### src/rtl/rvs_ooo.sv
// Out-of-order reservation station: holds dispatched instructions until both operands
// are captured (at dispatch or from CDB wakeup), then issues the oldest ready one by ROB age.
module rvs_ooo #(
  parameter  int unsigned DEPTH     = 4,
  parameter  int unsigned TAG_W     = 4,
  parameter  int unsigned OPC_W     = 4,
  parameter  int unsigned START_ID  = 1,
  parameter  int unsigned ROB_DEPTH = 16,
  parameter  int unsigned N_CDB     = 2,
  parameter  int unsigned OFS_W     = 12,
  localparam int unsigned ROB_PTR_W = $clog2(ROB_DEPTH),
  localparam int unsigned OCC_W     = $clog2(DEPTH) + 1
) (
  input  logic                    clk_i,
  input  logic                    rst_ni,
  input  logic                    flush_i,
  input  logic [ROB_PTR_W-1:0]    rob_head_i,
  input  logic                    rob_busy_i,
  input  logic                    dis_req_i,
  output logic                    dis_rdy_o,
  output logic [TAG_W-1:0]        dis_tag_o,
  input  logic [OPC_W-1:0]        dis_opc_i,
  input  logic [ROB_PTR_W-1:0]    dis_inst_id_i,
  input  logic [OFS_W-1:0]        dis_offset_i,
  input  logic                    dis_src1_vld_i,
  input  logic                    dis_src2_vld_i,
  input  logic [TAG_W-1:0]        dis_src1_tag_i,
  input  logic [TAG_W-1:0]        dis_src2_tag_i,
  input  logic [31:0]             dis_src1_data_i,
  input  logic [31:0]             dis_src2_data_i,
  input  logic [N_CDB-1:0]        cdb_wr_i,
  input  logic [N_CDB*TAG_W-1:0]  cdb_tag_i,
  input  logic [N_CDB*32-1:0]     cdb_wdata_i,
  output logic                    iss_req_o,
  input  logic                    iss_rdy_i,
  output logic [TAG_W-1:0]        iss_tag_o,
  output logic [OPC_W-1:0]        iss_opc_o,
  output logic [31:0]             iss_src1_o,
  output logic [31:0]             iss_src2_o,
  output logic [OFS_W-1:0]        iss_offset_o,
  output logic [ROB_PTR_W-1:0]    iss_inst_id_o,
  output logic [OCC_W-1:0]        occupancy_o
);
  localparam int unsigned IDX_W = $clog2(DEPTH);

  logic [DEPTH-1:0]     busy_q, busy_d, vld1_q, vld1_d, vld2_q, vld2_d, ready;
  logic [TAG_W-1:0]     tag1_q [DEPTH], tag1_d [DEPTH], tag2_q [DEPTH], tag2_d [DEPTH];
  logic [31:0]          src1_q [DEPTH], src1_d [DEPTH], src2_q [DEPTH], src2_d [DEPTH];
  logic [OPC_W-1:0]     opc_q  [DEPTH], opc_d  [DEPTH];
  logic [ROB_PTR_W-1:0] iid_q  [DEPTH], iid_d  [DEPTH];
  logic [OFS_W-1:0]     ofs_q  [DEPTH], ofs_d  [DEPTH];

  logic [IDX_W-1:0]     alloc_idx, sel_idx;
  logic                 any_free, sel_vld, accept, fire;
  logic [ROB_PTR_W-1:0] age, best_age;
  logic [32:0]          hit1, hit2;

  // Returns {hit, data}; lower port index wins, tag 0 never matches.
  function automatic logic [32:0] cdb_lookup(input logic [TAG_W-1:0] t,
                                             input logic [N_CDB-1:0] wr,
                                             input logic [N_CDB*TAG_W-1:0] tags,
                                             input logic [N_CDB*32-1:0] data);
    logic [32:0] r;
    r = '0;
    for (int k = N_CDB - 1; k >= 0; k--) begin
      if (wr[k] && (t != '0) && (tags[k*TAG_W +: TAG_W] == t)) r = {1'b1, data[k*32 +: 32]};
    end
    return r;
  endfunction

  assign ready = busy_q & vld1_q & vld2_q;

  // Lowest-index free slot.
  always_comb begin
    alloc_idx = '0;
    any_free  = 1'b0;
    for (int i = DEPTH - 1; i >= 0; i--) begin
      if (!busy_q[i]) begin
        alloc_idx = IDX_W'(i);
        any_free  = 1'b1;
      end
    end
  end

  // Oldest ready entry by ROB distance from head; strict compare keeps the lower index on ties.
  always_comb begin
    sel_idx  = '0;
    sel_vld  = 1'b0;
    best_age = '0;
    age      = '0;
    for (int i = 0; i < DEPTH; i++) begin
      age = iid_q[i] - rob_head_i;
      if (ready[i] && (!sel_vld || (age < best_age))) begin
        sel_vld  = 1'b1;
        best_age = age;
        sel_idx  = IDX_W'(i);
      end
    end
  end

  always_comb begin
    occupancy_o = '0;
    for (int i = 0; i < DEPTH; i++) occupancy_o = occupancy_o + OCC_W'(busy_q[i]);
  end

  assign dis_rdy_o     = any_free && !rob_busy_i && !flush_i;
  assign dis_tag_o     = TAG_W'(alloc_idx) + TAG_W'(START_ID);
  assign iss_req_o     = sel_vld && !flush_i;
  assign iss_tag_o     = TAG_W'(sel_idx) + TAG_W'(START_ID);
  assign iss_opc_o     = opc_q[sel_idx];
  assign iss_src1_o    = src1_q[sel_idx];
  assign iss_src2_o    = src2_q[sel_idx];
  assign iss_offset_o  = ofs_q[sel_idx];
  assign iss_inst_id_o = iid_q[sel_idx];
  assign accept        = dis_req_i && dis_rdy_o;
  assign fire          = iss_req_o && iss_rdy_i;

  // Next state: wakeup, issue, allocate with bypass, then flush overrides.
  always_comb begin
    busy_d = busy_q;
    vld1_d = vld1_q;
    vld2_d = vld2_q;
    tag1_d = tag1_q;
    tag2_d = tag2_q;
    src1_d = src1_q;
    src2_d = src2_q;
    opc_d  = opc_q;
    iid_d  = iid_q;
    ofs_d  = ofs_q;
    hit1   = '0;
    hit2   = '0;
    for (int i = 0; i < DEPTH; i++) begin
      hit1 = cdb_lookup(tag1_q[i], cdb_wr_i, cdb_tag_i, cdb_wdata_i);
      hit2 = cdb_lookup(tag2_q[i], cdb_wr_i, cdb_tag_i, cdb_wdata_i);
      if (busy_q[i] && !vld1_q[i] && hit1[32]) begin
        vld1_d[i] = 1'b1;
        src1_d[i] = hit1[31:0];
        tag1_d[i] = '0;
      end
      if (busy_q[i] && !vld2_q[i] && hit2[32]) begin
        vld2_d[i] = 1'b1;
        src2_d[i] = hit2[31:0];
        tag2_d[i] = '0;
      end
      if (fire && (sel_idx == IDX_W'(i))) busy_d[i] = 1'b0;
      if (accept && (alloc_idx == IDX_W'(i))) begin
        hit1      = cdb_lookup(dis_src1_tag_i, cdb_wr_i, cdb_tag_i, cdb_wdata_i);
        hit2      = cdb_lookup(dis_src2_tag_i, cdb_wr_i, cdb_tag_i, cdb_wdata_i);
        busy_d[i] = 1'b1;
        opc_d[i]  = dis_opc_i;
        iid_d[i]  = dis_inst_id_i;
        ofs_d[i]  = dis_offset_i;
        vld1_d[i] = dis_src1_vld_i || hit1[32];
        vld2_d[i] = dis_src2_vld_i || hit2[32];
        src1_d[i] = dis_src1_vld_i ? dis_src1_data_i : hit1[31:0];
        src2_d[i] = dis_src2_vld_i ? dis_src2_data_i : hit2[31:0];
        tag1_d[i] = (dis_src1_vld_i || hit1[32]) ? '0 : dis_src1_tag_i;
        tag2_d[i] = (dis_src2_vld_i || hit2[32]) ? '0 : dis_src2_tag_i;
      end
    end
    if (flush_i) begin
      busy_d = '0;
      vld1_d = '0;
      vld2_d = '0;
    end
  end

  always_ff @(posedge clk_i or negedge rst_ni) begin
    if (!rst_ni) begin
      busy_q <= '0;
      vld1_q <= '0;
      vld2_q <= '0;
      for (int i = 0; i < DEPTH; i++) begin
        tag1_q[i] <= '0;
        tag2_q[i] <= '0;
        src1_q[i] <= '0;
        src2_q[i] <= '0;
        opc_q[i]  <= '0;
        iid_q[i]  <= '0;
        ofs_q[i]  <= '0;
      end
    end else begin
      busy_q <= busy_d;
      vld1_q <= vld1_d;
      vld2_q <= vld2_d;
      for (int i = 0; i < DEPTH; i++) begin
        tag1_q[i] <= tag1_d[i];
        tag2_q[i] <= tag2_d[i];
        src1_q[i] <= src1_d[i];
        src2_q[i] <= src2_d[i];
        opc_q[i]  <= opc_d[i];
        iid_q[i]  <= iid_d[i];
        ofs_q[i]  <= ofs_d[i];
      end
    end
  end
endmodule

### config.mk
export PLATFORM = sky130hd
export DESIGN_NAME = rvs_ooo
export DESIGN_NICKNAME = d
export VERILOG_FILES = /design/src/rtl/rvs_ooo.sv
export SDC_FILE = /design/constraint.sdc
export NUM_CORES = 1
export LEC_CHECK = 0
export ABC_AREA = 1
export CORE_MARGIN = 5
export CORE_UTILIZATION = 27
export CTS_CLUSTER_SIZE = 20
export DETAILED_ROUTE_END_ITERATION = 8
export GPL_TIMING_DRIVEN = 0
export PLACE_DENSITY_LB_ADDON = 0.12
export REMOVE_ABC_BUFFERS = 1
export SYNTH_ARGS = -nofsm -noshare
export SYNTH_HDL_FRONTEND = slang
export SYNTH_SLANG_ARGS = --single-unit
### constraint.sdc
create_clock -name clk_i -period 6.45 [get_ports clk_i]
set_clock_uncertainty 0.15 [all_clocks]
set_input_delay 0.9675 -clock clk_i [delete_from_list [all_inputs] [get_ports clk_i]]
set_output_delay 0.9675 -clock clk_i [all_outputs]
set_load 0.005 [all_outputs]
* Yosys cells after proc, flatten, opt, wreduce, memory -nomap -nowiden
Index checks and enable logic that the tools add are counted.
** Operators by class
- $add $sub $neg :: 9
- $lt $le $gt $ge :: 4
- Equal/unequal tests :: 26
- Muxes and demuxes :: 136
- Bitwise gates (word level) :: 3
- Reduce and logical (&&, ||, !) cells :: 128
** Operators with widths (number)
- $mux W33 :: 28
- $mux W32 :: 28
- $mux W4 :: 34
- $bmux W32 S2 :: 2
- $eq A4 B4 Y1 :: 20
- $logic_and A1 B1 Y1 :: 72
- $reduce_bool A4 Y1 :: 10
- $reduce_bool A3 Y1 :: 12
- $mux W1 :: 33
- $bmux W12 S2 :: 1
- $mux W12 :: 2
- $bmux W4 S2 :: 2
- $reduce_bool A2 Y1 :: 8
- $sub A4 B4 Y4 :: 4
- $logic_not A1 Y1 :: 13
- $lt A4 B4 Y1 :: 3
- $mux W2 :: 6
- $logic_or A1 B1 Y1 :: 11
- $and A4 B4 Y4 :: 2
- $eq A2 B2 Y1 const B :: 4
- $add A2 B1 Y3 const B :: 2
- $eq A2 B1 Y1 const B :: 2
- $logic_not A2 Y1 :: 2
- $add A2 B1 Y3 :: 1
- 4 further kinds :: 4
** Storage, ports and cells
- Register bits after elaboration :: 380
- Word-level logic and storage cells :: 346

* Depth between registers and ports, before layout
- Depth after elaboration :: 21
- Gate-level depth with buffers :: 40
- Depth with buffers taken out :: 38

* Worst setup path before layout
OpenSTA, ideal clock, no wires.
- Path type :: input to output
- Start :: input rob_head_i[1]
- End :: output iss_tag_o[1]
- Arrival time :: 4.879 ns
- Required time :: 5.332 ns
- Path slack :: 0.454 ns
- Stages :: 31
- Buffers on the path :: 2
- Cells stage by stage :: inv_1 ha_1 nand2_1 nor2_1 a211oi_1 a21boi_0 o21ai_0 ha_1 a21oi_1 nand2_1 nand2_2 nand2_2 o21ai_0 ha_1 a21oi_1 nand2_1 nand2_1 nand2_2 nand2_1 o21ai_0 ha_1 nand2_1 inv_1 nand2_1 nand2_1 nand2_2 nand2_4 nand2_4 buf_6 buf_4 ha_1
** On the way
- Longest elaborated chain between the ends :: 15
** RTL lines
- start: declaration :: RTL line 17 : input logic [ROB_PTR_W-1:0] rob_head_i,
- $sub A4 B4 Y4 :: RTL line 92 : age = iid_q[i] - rob_head_i;
- $mux W4 :: RTL line 93 : if (ready[i] && (!sel_vld || (age < best_age))) begin
- $lt A4 B4 Y1 :: RTL line 93
- $logic_or A1 B1 Y1 :: RTL line 93
- $logic_and A1 B1 Y1 :: RTL line 93
- $mux W4 or $mux W1 (tied branches) :: RTL line 93
- $lt A4 B4 Y1 or $logic_not A1 Y1 (tied branches) :: RTL line 93
- $logic_or A1 B1 Y1 :: RTL line 93
- $logic_and A1 B1 Y1 :: RTL line 93
- $mux W4 or $mux W1 (tied branches) :: RTL line 93
- $lt A4 B4 Y1 or $logic_not A1 Y1 (tied branches) :: RTL line 93
- $logic_or A1 B1 Y1 :: RTL line 93
- $logic_and A1 B1 Y1 :: RTL line 93
- $mux W2 (*) :: RTL line 93
- $add A2 B1 Y3 (*) :: RTL line 109 : assign iss_tag_o = TAG_W'(sel_idx) + TAG_W'(START_ID);
- end: declaration :: RTL line 36 : output logic [TAG_W-1:0] iss_tag_o,
Mark *: on every way between the ends. The rest lies on a longest branch, timed or not.

* Worst setup path after layout
- Start :: input rob_head_i[1]
- End :: output iss_src2_o[21]
** On the way
- Longest elaborated chain between the ends :: 18
** RTL lines
- $sub A4 B4 Y4 :: RTL line 92
- $mux W4 :: RTL line 93
- $lt A4 B4 Y1 :: RTL line 93
- $logic_or A1 B1 Y1 :: RTL line 93
- $logic_and A1 B1 Y1 :: RTL line 93
- $mux W4 or $mux W1 (tied branches) :: RTL line 93
- $lt A4 B4 Y1 or $logic_not A1 Y1 (tied branches) :: RTL line 93
- $logic_or A1 B1 Y1 :: RTL line 93
- $logic_and A1 B1 Y1 :: RTL line 93
- $mux W4 or $mux W1 (tied branches) :: RTL line 93
- $lt A4 B4 Y1 or $logic_not A1 Y1 (tied branches) :: RTL line 93
- $logic_or A1 B1 Y1 :: RTL line 93
- $logic_and A1 B1 Y1 :: RTL line 93
- $mux W2 (*) :: RTL line 93
- $not A2 Y3 (implied by the code) (*) :: RTL line 112 : assign iss_src2_o = src2_q[sel_idx];
- $bmux W32 S2 (*) :: RTL line 112
- $mux W32 (implied by the code) (*) (2 in a row) :: RTL line 112
- end: declaration :: RTL line 39 : output logic [31:0] iss_src2_o,
Mark *: on every way between the ends. The rest lies on a longest branch, timed or not. The select of a mux whose other input is x is not followed.

==> out/qor.tcl <==
set qor(globalRouteOverflowTotal) 0
set qor(tritoncts_num_sinks) 380
set qor(max_slew.worst_pin.slew_ns) 1.21
set qor(rrSetupSlack_ns) 1.08
set qor(p_leak_nw) 14.8
set qor(grt_first_pass_wirelength_um) 193000
set qor(design.core.area_um2) 93600
set qor(number_of_antenna_violations_at_the_first_check_in_global_routing) 2
set qor(final_layout_size_suffix_gt1_share_pct) 17.0
set qor(synth_async_sr_flop_share_pct) 100
set qor(place.gp.congestion) 0.801
set qor(crit_path_max_incr_delay_ns) 0.46
set qor(synth_area_um2) 25500
set qor(initial_core_util_pct) 27.3
set qor(crit_path_buffers_inverters) 11
set qor(worstReg2RegStart) {iid_q[12]$_DFFE_PN0P_}
set qor(detailedPlacementHpwl_um) 74600
set qor(cts_tree) {done}
set qor(netlist_instances) 3887
set qor(portion_of_the_post_synthesis_area_used_by_sequential_elements_pct) 37.2
set qor(drc) 0
set qor(cts_htree_levels) 2
set qor(antenna_violating_nets_post_route) 0
set qor(firstDrtPassIters) 6
set qor(finalPower_mw) 8.43
set qor(synth_top_area_share_pct) 37.2
set qor(worst_setup_path_startpoint) {rob_head_i[1]}
set qor(r2r.worst_path.cells) 36
set qor(num-nets-final) 4348
set qor(boundaryPins) 275
set qor(yosys_most_used_dff) {sky130_fd_sc_hd__dfrtp_1}
set qor(postRouteWirelength_um) 135000
set qor(die_w_um) 318
set qor(finalMaxSlewViolations) 0
set qor(clock.fmax_mhz) 148
set qor(synth.distinct_cells) 39
set qor(antennaDiodeCount) 0
set qor(critPathKind) {in2out}
set qor(layout_overhead_on_the_synthesized_area_pct) 37.9
set qor(cts_made_buffers) 51
set qor(synth.top_cells.by_count) {sky130_fd_sc_hd__nand2_1, sky130_fd_sc_hd__nand3_1, sky130_fd_sc_hd__dfrtp_1, sky130_fd_sc_hd__o21ai_0, sky130_fd_sc_hd__inv_1}
set qor(worst_hold_path_type) {in2async}
set qor(min_period_ns) 6.78
set qor(setup_slack_ns) -0.329
set qor(grt_setup_unrepaired) {true}
set qor(start_kind) {input pin}
set qor(final_util_pct) 37.6
set qor(fin_tns_setup_ns) -20.46
set qor(worst_slew_margin_rel_pct) 18.6
set qor(critPathSlowestCell) {sky130_fd_sc_hd__fa_1}
set qor(cts_hold_repair.buffers) 0
set qor(power.ir.vdd_worst_v) 0.000204
set qor(grtUsageTotal_pct) 25.4
set qor(worst_setup_path_end_kind) {output pin}
set qor(rows) 112
set qor(cp_data_required_time_ns) 5.33
set qor(timing_hold_violations_final) 0
set qor(routed_wire_length_per_instance_um) 24.8
set qor(finalSetupViolCount) 87
set qor(numPortBuffers) 272
set qor(cts_root_cell) {sky130_fd_sc_hd__clkbuf_16}
set qor(yosysMostFrequentCell) {sky130_fd_sc_hd__nand2_1}
set qor(yosysWarningCount) 0
set qor(first_global_vias) 26980
set qor(r2r-end) {busy_q[3]$_DFFE_PN0P_}
set qor(route.vias.total) 28371
set qor(synthTopCellsByArea) {sky130_fd_sc_hd__dfrtp_1, sky130_fd_sc_hd__nand2_1, sky130_fd_sc_hd__nand3_1}
set qor(clkLatencyLatePin_ns) 0.61
set qor(cap_violations) 0
set qor(maximum_number_of_pins_on_one_net_before_global_route_repair) 101
set qor(critPathArrivalTime_ns) 5.66
set qor(dr.first_iter.drc_count) 2588
set qor(run_status) {finished with violations}
set qor(clk_pin_slew_worst_paths_ns) 0.06
set qor(fp.dieH_um) 318
set qor(die-area_um2) 101000
set qor(detail_route.vias_per_cell) 5.23
set qor(synth.avg_cell_area_um2) 6.57
set qor(synth_enable_flop_cells) 0
set qor(cp_top_family) {simple AND/OR/NAND/NOR gates}
set qor(critical_path.max_fanout) 7
set qor(violations_in_the_final_reports) {negative setup slack}
set qor(ys_seq_elements) 380
set qor(finalCritPeriodShare_pct) 105
set qor(clock_tree.buffer_depth) 3
set qor(yosysTopAreaCell) {sky130_fd_sc_hd__dfrtp_1}
set qor(power_density_nw_per_um2) 239
set qor(critical_path.most_common_cell) {sky130_fd_sc_hd__nand2_1}
==> logic make-up after synthesis <==
family,count (synthesis),synth area share [%]
buffers and inverters,648,9.94
adders and majority gates,36,1.91
xor gates and xnor gates,24,0.823
DFF,380,37.2
AOI/OAI and AO/OA,752,17.2
and+or+nand+nor,2046,32.9
other,1,0.0147
==> state kept, by name, indices dropped and copies added (netlist names) <==
signal / count
tag1_q: 16
ofs_q: 48
src1_q: 128
busy_q: 4
vld1_q: 4
vld2_q: 4
src2_q: 128
iid_q: 16
tag2_q: 16
opc_q: 16
==> per-stage QoR <==
stage	worst slack (ns)	area, µm²	hold WS, ns	instances
floorplan	-2.81	24300	0.300	3595
global placement	-16.85	28600	0.315	5121
detailed placement	-3.38	29900	0.315	5178
CTS	-0.270	34300	0.214	5413
global route	-0.550	35200	0.210	5428
finish	-0.329	35200	0.168	5428
==> layout make-up <==
cell class / instances / area (µm²)
tap: 1254 / 1570
sequential: 380 / 9510
multi-input combinational: 2871 / 15200
clock inverter: 8 / 42.5
inverter: 355 / 1380
timing repair buffer: 475 / 5870
fill: 9965 / 58400
clock buffer: 85 / 1670
==> layout by cell type, fill, tap and decap left out, types with 37 or more instances in the layout <==
cell,instances
sky130_fd_sc_hd__buf_2,48
sky130_fd_sc_hd__nor2_1,208
sky130_fd_sc_hd__buf_12,49
sky130_fd_sc_hd__nand3b_1,37
sky130_fd_sc_hd__o211ai_1,155
sky130_fd_sc_hd__clkdlybuf4s50_1,178
sky130_fd_sc_hd__o21ai_0,363
sky130_fd_sc_hd__a21oi_1,137
sky130_fd_sc_hd__buf_16,40
sky130_fd_sc_hd__clkbuf_16,56
sky130_fd_sc_hd__nand2_4,41
sky130_fd_sc_hd__nand2_1,1156
sky130_fd_sc_hd__nor2_4,46
sky130_fd_sc_hd__buf_6,83
sky130_fd_sc_hd__buf_4,47
sky130_fd_sc_hd__nand2_2,122
sky130_fd_sc_hd__nand3_1,355
sky130_fd_sc_hd__dfrtp_1,380
sky130_fd_sc_hd__inv_1,316
==> what timing repair did <==
item | in CTS | in global routing
endpoints found under the setup margin | 91 | 87
cloned | 30 | 5
pin swaps | 142 | 102
gates resized for setup | 739 | 191
hold endpoints to repair | 0 | 0
buffers inserted | 113 | 15
==> power breakdown <==
group / switching [mW] / total [mW] / internal (mW)
registers: 0.205 / 3.08 / 2.87
logic: 1.38 / 2.39 / 1.01
clock network: 1.22 / 2.96 / 1.74
total: 2.80 / 8.43 / 5.63
==> layer usage <==
layer,vias to the layer above,GRT usage (%),routed length [µm]
met5,-,0,13
met4,2,7.89,4380
met3,215,4.24,9220
met2,1168,41.5,62000
met1,13805,34.5,59000
li1,13181,-,-
==> how the worst max path moves through the flow <==
stage                      to  slack, ns  cells past startpoint
2_1_floorplan    iss_tag_o[1]      -2.81                      5
3_3_place_gp   iss_src2_o[30]     -16.85                      8
3_5_place_dp   iss_src2_o[30]      -3.38                     33
4_1_cts         iss_src1_o[6]      -0.27                     40
5_1_grt        iss_src2_o[21]      -0.55                     38
6_report       iss_src2_o[21]      -0.33                     38
Power figures use the tool's default switching activity.
